--- src/rtl/des_crypt_iter.sv ---
// Iterative DES engine: UNROLL rounds per clock, runtime encrypt/decrypt, req/ack handshake with abort.
// Optional CBC chaining (iv/chain ports, cv register) is enabled by defining DES_CBC_EN.
module des_crypt_iter #(
    parameter int UNROLL = 1
) (
    input  logic        clk,
    input  logic        rst,
    input  logic [63:0] k,
    input  logic [63:0] m,
    input  logic        dec,
    input  logic        req,
`ifdef DES_CBC_EN
    input  logic [63:0] iv,
    input  logic        chain,
`endif
    output logic [63:0] c,
    output logic        ack,
    output logic        busy
);
    localparam logic [1:0] ST_IDLE = 2'd0;
    localparam logic [1:0] ST_RUN  = 2'd1;
    localparam logic [1:0] ST_DONE = 2'd2;

    generate
        if (!(UNROLL == 1 || UNROLL == 2 || UNROLL == 4 || UNROLL == 8 || UNROLL == 16)) begin : g_bad_unroll
            $fatal(1, "des_crypt_iter: UNROLL must be 1, 2, 4, 8 or 16");
        end
    endgenerate

    // Tables use DES numbering: entry value 1 is the MSB of the source vector.
    localparam int IP_T [64] = '{58,50,42,34,26,18,10,2, 60,52,44,36,28,20,12,4,
                                 62,54,46,38,30,22,14,6, 64,56,48,40,32,24,16,8,
                                 57,49,41,33,25,17,9,1,  59,51,43,35,27,19,11,3,
                                 61,53,45,37,29,21,13,5, 63,55,47,39,31,23,15,7};
    localparam int FP_T [64] = '{40,8,48,16,56,24,64,32, 39,7,47,15,55,23,63,31,
                                 38,6,46,14,54,22,62,30, 37,5,45,13,53,21,61,29,
                                 36,4,44,12,52,20,60,28, 35,3,43,11,51,19,59,27,
                                 34,2,42,10,50,18,58,26, 33,1,41,9,49,17,57,25};
    localparam int PC1_T [56] = '{57,49,41,33,25,17,9,1, 58,50,42,34,26,18,10,2,
                                  59,51,43,35,27,19,11,3, 60,52,44,36,63,55,47,39,
                                  31,23,15,7,62,54,46,38, 30,22,14,6,61,53,45,37,
                                  29,21,13,5,28,20,12,4};
    localparam int PC2_T [48] = '{14,17,11,24,1,5, 3,28,15,6,21,10, 23,19,12,4,26,8,
                                  16,7,27,20,13,2, 41,52,31,37,47,55, 30,40,51,45,33,48,
                                  44,49,39,56,34,53, 46,42,50,36,29,32};
    localparam int E_T [48] = '{32,1,2,3,4,5, 4,5,6,7,8,9, 8,9,10,11,12,13, 12,13,14,15,16,17,
                                16,17,18,19,20,21, 20,21,22,23,24,25, 24,25,26,27,28,29, 28,29,30,31,32,1};
    localparam int P_T [32] = '{16,7,20,21,29,12,28,17, 1,15,23,26,5,18,31,10,
                                2,8,24,14,32,27,3,9, 19,13,30,6,22,11,4,25};
    // Each S-box is 64 nibbles indexed by {row, col}, entry 0 in the top nibble.
    localparam logic [255:0] SBOX [8] = '{
        256'hE4D12FB83A6C5907_0F74E2D1A6CB9538_41E8D62BFC973A50_FC8249175B3EA06D,
        256'hF18E6B34972DC05A_3D47F28EC01A69B5_0E7BA4D158C6932F_D8A13F42B67C05E9,
        256'hA09E63F51DC7B428_D70934A6285ECBF1_D6498F30B12C5AE7_1AD069874FE3B52C,
        256'h7DE3069A1285BC4F_D8B56F03472C1AE9_A690CB7DF13E5284_3F06A1D8945BC72E,
        256'h2C417AB6853FD0E9_EB2C47D150FA3986_421BAD78F9C5630E_B8C71E2D6F09A453,
        256'hC1AF92680D34E75B_AF427C9561DE0B38_9EF528C3704A1DB6_432C95FABE17608D,
        256'h4B2EF08D3C975A61_D0B7491AE35C2F86_14BDC37EAF680592_6BD814A7950FE23C,
        256'hD2846FB1A93E50C7_1FD8A374C56B0E92_7B419CE206ADF358_21E74A8DFC90356B};

    function automatic logic [63:0] perm_ip(input logic [63:0] x);
        for (int j = 0; j < 64; j++) perm_ip[63-j] = x[64-IP_T[j]];
    endfunction

    function automatic logic [63:0] perm_fp(input logic [63:0] x);
        for (int j = 0; j < 64; j++) perm_fp[63-j] = x[64-FP_T[j]];
    endfunction

    function automatic logic [55:0] perm_pc1(input logic [63:0] x);
        for (int j = 0; j < 56; j++) perm_pc1[55-j] = x[64-PC1_T[j]];
    endfunction

    function automatic logic [47:0] perm_pc2(input logic [55:0] x);
        for (int j = 0; j < 48; j++) perm_pc2[47-j] = x[56-PC2_T[j]];
    endfunction

    function automatic logic [31:0] f_fn(input logic [31:0] r, input logic [47:0] sk);
        logic [47:0] e;
        logic [31:0] s;
        logic [5:0]  b;
        int          idx;
        for (int j = 0; j < 48; j++) e[47-j] = r[32-E_T[j]];
        e = e ^ sk;
        for (int i = 0; i < 8; i++) begin
            b   = e[47-6*i -: 6];
            idx = int'({b[5], b[0], b[4:1]});
            s[31-4*i -: 4] = SBOX[i][255-4*idx -: 4];
        end
        for (int j = 0; j < 32; j++) f_fn[31-j] = s[32-P_T[j]];
    endfunction

    // Rounds 0, 1, 8 and 15 rotate by one; all others by two.
    function automatic logic shift2(input logic [3:0] i);
        shift2 = !(i == 4'd0 || i == 4'd1 || i == 4'd8 || i == 4'd15);
    endfunction

    function automatic logic [27:0] rol28(input logic [27:0] x, input logic two);
        rol28 = two ? {x[25:0], x[27:26]} : {x[26:0], x[27]};
    endfunction

    function automatic logic [27:0] ror28(input logic [27:0] x, input logic two);
        ror28 = two ? {x[1:0], x[27:2]} : {x[0], x[27:1]};
    endfunction

    logic [1:0]  state_q, state_d;
    logic [31:0] l_q, l_d, r_q, r_d;
    logic [27:0] ck_q, ck_d, dk_q, dk_d;
    logic        dec_q, dec_d;
    logic [4:0]  rnd_q, rnd_d;
    logic [63:0] c_q, c_d;
    logic        ack_q, ack_d, busy_q, busy_d;

    logic [31:0] l_n, r_n, t_r;
    logic [27:0] c_n, d_n;
    logic [47:0] sk;
    logic [3:0]  ri;
    logic [4:0]  rnd_sum;
    logic [63:0] ip_in, ip_o, res;
    logic [55:0] pc1_o;

`ifdef DES_CBC_EN
    logic [63:0] cv_q, cv_d, xv_q, xv_d, mi_q, mi_d, x_sel;
    assign x_sel = chain ? cv_q : iv;
    assign ip_in = dec ? m : (m ^ x_sel);
`else
    assign ip_in = m;
`endif

    assign ip_o    = perm_ip(ip_in);
    assign pc1_o   = perm_pc1(k);
    assign rnd_sum = rnd_q + 5'(UNROLL);

    // Decrypt consumes the current CD first and then undoes the mirrored round's rotation.
    always_comb begin
        l_n = l_q;
        r_n = r_q;
        c_n = ck_q;
        d_n = dk_q;
        sk  = '0;
        ri  = '0;
        t_r = '0;
        for (int u = 0; u < UNROLL; u++) begin
            ri = rnd_q[3:0] + 4'(u);
            if (dec_q) begin
                sk  = perm_pc2({c_n, d_n});
                c_n = ror28(c_n, shift2(4'd15 - ri));
                d_n = ror28(d_n, shift2(4'd15 - ri));
            end else begin
                c_n = rol28(c_n, shift2(ri));
                d_n = rol28(d_n, shift2(ri));
                sk  = perm_pc2({c_n, d_n});
            end
            t_r = r_n;
            r_n = l_n ^ f_fn(r_n, sk);
            l_n = t_r;
        end
    end

    assign res = perm_fp({r_n, l_n});

    always_comb begin
        state_d = state_q;
        l_d     = l_q;
        r_d     = r_q;
        ck_d    = ck_q;
        dk_d    = dk_q;
        dec_d   = dec_q;
        rnd_d   = rnd_q;
        c_d     = c_q;
        ack_d   = ack_q;
`ifdef DES_CBC_EN
        cv_d    = cv_q;
        xv_d    = xv_q;
        mi_d    = mi_q;
`endif
        case (state_q)
            ST_IDLE: if (req) begin
                l_d     = ip_o[63:32];
                r_d     = ip_o[31:0];
                ck_d    = pc1_o[55:28];
                dk_d    = pc1_o[27:0];
                dec_d   = dec;
                rnd_d   = '0;
                state_d = ST_RUN;
`ifdef DES_CBC_EN
                xv_d    = x_sel;
                mi_d    = m;
`endif
            end
            ST_RUN: if (!req) begin
                state_d = ST_IDLE;
            end else begin
                l_d   = l_n;
                r_d   = r_n;
                ck_d  = c_n;
                dk_d  = d_n;
                rnd_d = rnd_sum;
                if (rnd_sum == 5'd16) begin
`ifdef DES_CBC_EN
                    c_d  = dec_q ? (res ^ xv_q) : res;
                    cv_d = dec_q ? mi_q : res;
`else
                    c_d  = res;
`endif
                    ack_d   = 1'b1;
                    state_d = ST_DONE;
                end
            end
            ST_DONE: if (!req) begin
                ack_d   = 1'b0;
                state_d = ST_IDLE;
            end
            default: state_d = ST_IDLE;
        endcase
        busy_d = (state_d == ST_RUN);
    end

    always_ff @(posedge clk or negedge rst) begin
        if (!rst) begin
            state_q <= ST_IDLE;
            l_q     <= '0;
            r_q     <= '0;
            ck_q    <= '0;
            dk_q    <= '0;
            dec_q   <= 1'b0;
            rnd_q   <= '0;
            c_q     <= '0;
            ack_q   <= 1'b0;
            busy_q  <= 1'b0;
`ifdef DES_CBC_EN
            cv_q    <= '0;
            xv_q    <= '0;
            mi_q    <= '0;
`endif
        end else begin
            state_q <= state_d;
            l_q     <= l_d;
            r_q     <= r_d;
            ck_q    <= ck_d;
            dk_q    <= dk_d;
            dec_q   <= dec_d;
            rnd_q   <= rnd_d;
            c_q     <= c_d;
            ack_q   <= ack_d;
            busy_q  <= busy_d;
`ifdef DES_CBC_EN
            cv_q    <= cv_d;
            xv_q    <= xv_d;
            mi_q    <= mi_d;
`endif
        end
    end

    assign c    = c_q;
    assign ack  = ack_q;
    assign busy = busy_q;
endmodule

--- config.mk ---
export PLATFORM = sky130hd
export DESIGN_NAME = des_crypt_iter
export DESIGN_NICKNAME = d
export VERILOG_FILES = /design/src/rtl/des_crypt_iter.sv
export SDC_FILE = /design/constraint.sdc
export NUM_CORES = 1
export LEC_CHECK = 0
export CAP_MARGIN = 25
export CORE_UTILIZATION = 30
export DETAILED_ROUTE_END_ITERATION = 16
export GPL_ROUTABILITY_DRIVEN = 0
export PLACE_DENSITY_LB_ADDON = 0.2
export SLEW_MARGIN = 20
export SYNTH_ARGS = -nofsm -noshare
export SYNTH_HDL_FRONTEND = slang
export SYNTH_SLANG_ARGS = --single-unit
--- constraint.sdc ---
create_clock -name clk -period 5.7 [get_ports clk]
set_clock_uncertainty 0.05 [all_clocks]
set_input_delay 0.57 -clock clk [delete_from_list [all_inputs] [get_ports clk]]
set_output_delay 0.57 -clock clk [all_outputs]
set_load 0.05 [all_outputs]
# Word level (Yosys, flattened, before mapping)
# Index checks and enable logic that the tools add are counted.
# word_totals
ff_bits	194
wordCells	90
output_inout_bits	66
# classes
addsub	10
eq_ne	14
reduce_logical	15
n_mux	31
bitwise_logic	2
shifts	8
# op_table
operator	count
259-bit by 9-bit variable part select with 4-bit output (first input constant)	8
28-bit two-way mux	10
32-bit two-way mux	4
32-bit one-hot mux with 2 select lines	2
28-bit one-hot mux with 2 select lines	2
8-bit by 8-bit subtractor with 9-bit output (first input constant)	8
48-bit two-way mux	1
48-bit XOR	1
32-bit XOR	1
4-bit == test (second input constant)	4
5-bit two-way mux	2
5-bit one-hot mux with 2 select lines	1
4-bit by 1-bit == test with 1-bit output (second input constant)	2
4-bit zero test	2
2-bit two-way mux	4
2-bit inequality test (second input constant)	4
1-bit logical OR	6
2-bit one-hot mux with 3 select lines	1
3-bit AND reduction	2
5-bit by 1-bit adder with 5-bit output (second input constant)	1
5-bit == test (second input constant)	1
2-bit by 1-bit == test with 1-bit output (second input constant)	2
4-bit AND reduction	1
2-bit nonzero test	2
other kinds (6)	8

# Depth between registers and ports, before layout
# logic_depth
word_depth	12
ltp_mapped	21
mapped_depth_nobuf	18

# Worst setup path after synthesis
# OpenSTA, ideal clock, no wires.
# synth_timing
kind	reg-to-reg
startpoint	register rnd_q[0]
endpoint	register r_q[26], in the netlist l_n[26]
setup_slack_ns	1.591
path_stages_with_launch	19
arrival_ns	3.935
t_required_ns	5.526
setup_ns	0.124
path_cell_list	dfrtp_1 inv_1 ha_1 o21bai_2 buf_4 nand2_2 buf_2 a31oi_1 xor2_1 inv_1 ha_1 clkbuf_1 inv_1 a2111oi_2 a31oi_1 o2111a_1 a211oi_2 mux2i_1 a211o_1
# synth_via
elab_chain_cells	12
word_cells_on_any_way	15
cone_classes	add/sub: 1; eq/ne: 3; shift: 1; mux: 4; bitwise: 2; reduce/logical: 4
# synth_rtl
item	line	source
start: declaration	109	logic [4:0] rnd_q, rnd_d;
start signal: assignment	242	rnd_q <= rnd_d;
4-bit by 1-bit == test with 1-bit output or 4-bit zero test (tied branches)	94	shift2 = !(i == 4'd0 || i == 4'd1 || i == 4'd8 || i == 4'd15);
1-bit logical OR (2 in series)	94	
1-bit logical OR (*)	94	
28-bit two-way mux (*)	98	rol28 = two ? {x[25:0], x[27:26]} : {x[26:0], x[27]};
48-bit two-way mux (*)	144	if (dec_q) begin
48-bit XOR (*)	83	e = e ^ sk;
8-bit by 8-bit subtractor with 9-bit output (*)	87	s[31-4*i -: 4] = SBOX[i][255-4*idx -: 4];
259-bit by 9-bit variable part select with 4-bit output (*)	87	
32-bit XOR (*)	154	r_n = l_n ^ f_fn(r_n, sk);
32-bit two-way mux (*)	190	ST_RUN: if (!req) begin
32-bit one-hot mux with 2 select lines (*)	176	case (state_q)
end signal: assignment	238	r_q <= r_d;
end: declaration	106	logic [31:0] l_q, l_d, r_q, r_d;
# Mark *: on every way between the ends. The rest lies on a longest branch, timed or not. The select of a mux whose other input is x is not followed.
# A chain may end at the register's enable or synchronous reset.

# Final worst setup path
# layout_timing
startpoint	register rnd_q[0]
endpoint	register r_q[3], in the netlist l_n[3]
# Same word-level chain as after synthesis.

==> results.md <==
- Seq cells post-synth: 194
- PnR worst setup slack: 945 ps
- Leak: 8.64 nW
- Clk_lat worst skew: 510 ps
- Fin Hold WS: 34.3 ps
- Fin nets: 2608
- Dpl ws: 1090 ps
- Setup Buffers After CTS: 0
- Post-Synthesis Cells: 2368
- Period utilisation layout: 83.4%
- Routed Antenna Nets: 0
- Detailed Place HPWL: 50.8 mm
- Commonest non-fill, non-tap cell in the layout: nand2_1
- Clock-pin slew on the worst setup and hold paths: 80 ps
- Hold WC Path Type: input pin to asynchronous set/reset pin
- Post-CTS Resized: 0
- Ys flop type: dfrtp_1
- Slew Limit Fails: 0
- DR iter-0 viols: 1946
- Syn avg cell area: 7.72 µm²
- Detailed-route via count: 18900
- Status: completed
- Gr usage total: 22.4%
- Syn. warnings: 0
- Post-synth EDFFs: 0
- Commonest cells after routing, fill and taps aside: nand2_1 (439), dfrtp_1 (192), clkdlybuf4s50_1 (188), o21ai_0 (183), a21oi_1 (148)
- Initial antenna violation count: 1
- Unique cell type count in the Yosys netlist: 103
- Tot Pwr: 11.5 mW
- Async SR Flop Fraction: 100%
- CP Capture Type: flop
- Ratio of cells with drive above 1 in the final layout: 6.89%
- CTS H-Tree Depth: 4
- Clock sink count: 194
- Tightest Pin Transition: 978 ps
- Rows: 90
- Core ar.: 0.0602 mm²
- Max stage delay cell, worst path: o21ba_4
- Seq/Total Area, Yosys: 26.6%
- Most used cell, CP: o211ai_1
- Number of fill cells in the layout: 6296
- Die area: 0.0619 mm²
- Detailed Routing Iterations Pass 1: 5
- Worst-case clock buffer depth: 2
- I/O pin count: 198
- Drt total wl: 70.5 mm
- RSZ-0062 raised after global routing: false
- CP startpoint kind: flop
- Fin crit period: 4760 ps
- Post-synth top area share: 26.6%
- VDD IR-drop max: 0.296 mV
- MaxCap Viol Count: 0
- CTS tree: yes
- Area Growth Syn to Fin: 15.8%
- Residual DRC count: 0
- CTS Hold Bufs: 0
- Grt total ovfl: 0
- Fin util: 35.1%
- Crit Path Max Fanout: 38
- First-pass GRT wire length: 108 mm
- # setup viols final: 0
- Crit-path cells: inv_1, ha_1, o21ba_4, buf_4, o211ai_1, a21oi_1, or2_2, clkinv_1, ha_1, nor2_1, nand2_1, a21o_1, nand2_1, o31ai_1, o211ai_1, o211ai_1, or3_1, nand3_1
- FF/Latch Area: 0.00486 mm²
- Pwr dens: 544 mW/mm²
- Synth area leader: dfrtp_1
- Critical path class: flop to flop
- IO buf count: 189
- Initial Util: 30.3%
- CP required: 6080 ps
- Endpoints failing hold: 0
- Root buffer cell: clkbuf_16
- Top cells by area in the synthesized netlist: dfrtp_1 (27%), nand2_1 (9.0%), o21ai_0 (5.0%)
- Die W: 249 µm
- Fmax: 0.210 GHz
- CP max stage delay: 540 ps
- Area of the mapped netlist: 0.0183 mm²
- Setup_tns: 0 ps
- Relative slew slack: 34.3%
- Largest net degree at the start of global routing: 197
- Net count after synthesis: 2566
- Cts bufs inserted: 17
- Diode count: 0
- Vias in the first global route: 17200
- Multi-input logic area: 0.0123 mm²
- Die Y: 249 µm
- Vias per cell: 5.90
- Wire per inst: 22.0 µm
- Worst endpoint data arrival time: 5140 ps
==> sequential cells by signal, indices dropped and copies added, names as in the netlist <==
name	count
ack	1
ck_q	28
dk_q	28
state_q	2
rnd_q	5
l_q	32
c	64
l_n	32
dec_q	1
busy	1
==> per-layer routing <==
layer	wire length (µm)	part of all wire, %	track usage, %	up-vias
li1	-	-	-	8841
met1	33500	47	33.0	9224
met2	29800	42	32.6	795
met3	5420	7.7	4.18	63
met4	1750	2.5	6.89	0
met5	0	0	0	-
==> critical path: cells and delay by family (launching register included) <==
| family | cells | cell delay (ps) |
|---|---|---|
| adder cells (fa/ha/maj) | 2 | 630 |
| AO/OA/AOI/OAI | 7 | 1550 |
| buffers and inverters | 3 | 850 |
| AND/OR/NAND/NOR | 6 | 1130 |
| flip-flops | 1 | 440 |
==> stage by stage <==
stage	std cells	instance area (µm²)
after floorplan	2368	18300
after detailed placement	3171	20500
after global placement	3171	20500
final	3205	21200
after global routing	3205	21200
after CTS	3203	21100
==> final timing paths <==
| path | from | to | slack [ps] | depth (start not counted) |
|---|---|---|---|---|
| setup / recovery | rnd_q[0] | l_n[3] | 940 | 18 |
| hold / removal | rst | dk_q[6] | 30 | 1 |
| setup reg to reg | rnd_q[0] | l_n[3] | 940 | 18 |
| hold reg to reg | c[17] | c[17] | 430 | 2 |
| max in group asynchronous | rst | c[23] | 4430 | 2 |
| min in group clk | c[17] | c[17] | 430 | 2 |
==> synth_stat cells (27+ instances only) <==
| library cell | number |
|---|---|
| ha_1 | 66 |
| and3_1 | 75 |
| nand3_1 | 72 |
| a311oi_1 | 27 |
| a31oi_1 | 27 |
| nor2_1 | 99 |
| a211oi_1 | 54 |
| o21ai_0 | 183 |
| a221oi_1 | 27 |
| xnor2_1 | 40 |
| dfrtp_1 | 194 |
| a21oi_1 | 148 |
| o211ai_1 | 59 |
| nor3_1 | 66 |
| inv_1 | 67 |
| or3_1 | 37 |
| mux2i_1 | 83 |
| nand2_1 | 440 |
| clkbuf_1 | 135 |
| a21o_1 | 29 |
==> where the power goes <==
part | leakage [nW] | total (mW) | internal (mW) | switching, mW
sequential | 2.47 | 2.28 | 1.60 | 0.671
combinational | 5.87 | 7.91 | 3.00 | 4.91
clock | 0.298 | 1.33 | 0.637 | 0.691
==> cell type report <==
type                       count  share of cell area, %
sequential                   194                   23.0
inverter                      70                   1.25
clock buffer                  18                   2.03
timing repair buffer         222                   10.3
multi-input combinational   1905                   58.0
clock inverter                14                  0.845
tap                          782                   4.62
==> kinds of logic after synthesis <==
family	count (synthesis)	share of synthesized area, %
simple gates	896	23.1
compound gates	780	29.6
fa+ha+maj	66	4.52
buf+inv	269	6.51
xor+xnor	62	3.13
flops	194	26.6
mux	101	6.64
No activity file was read; power rests on OpenSTA's default activity.
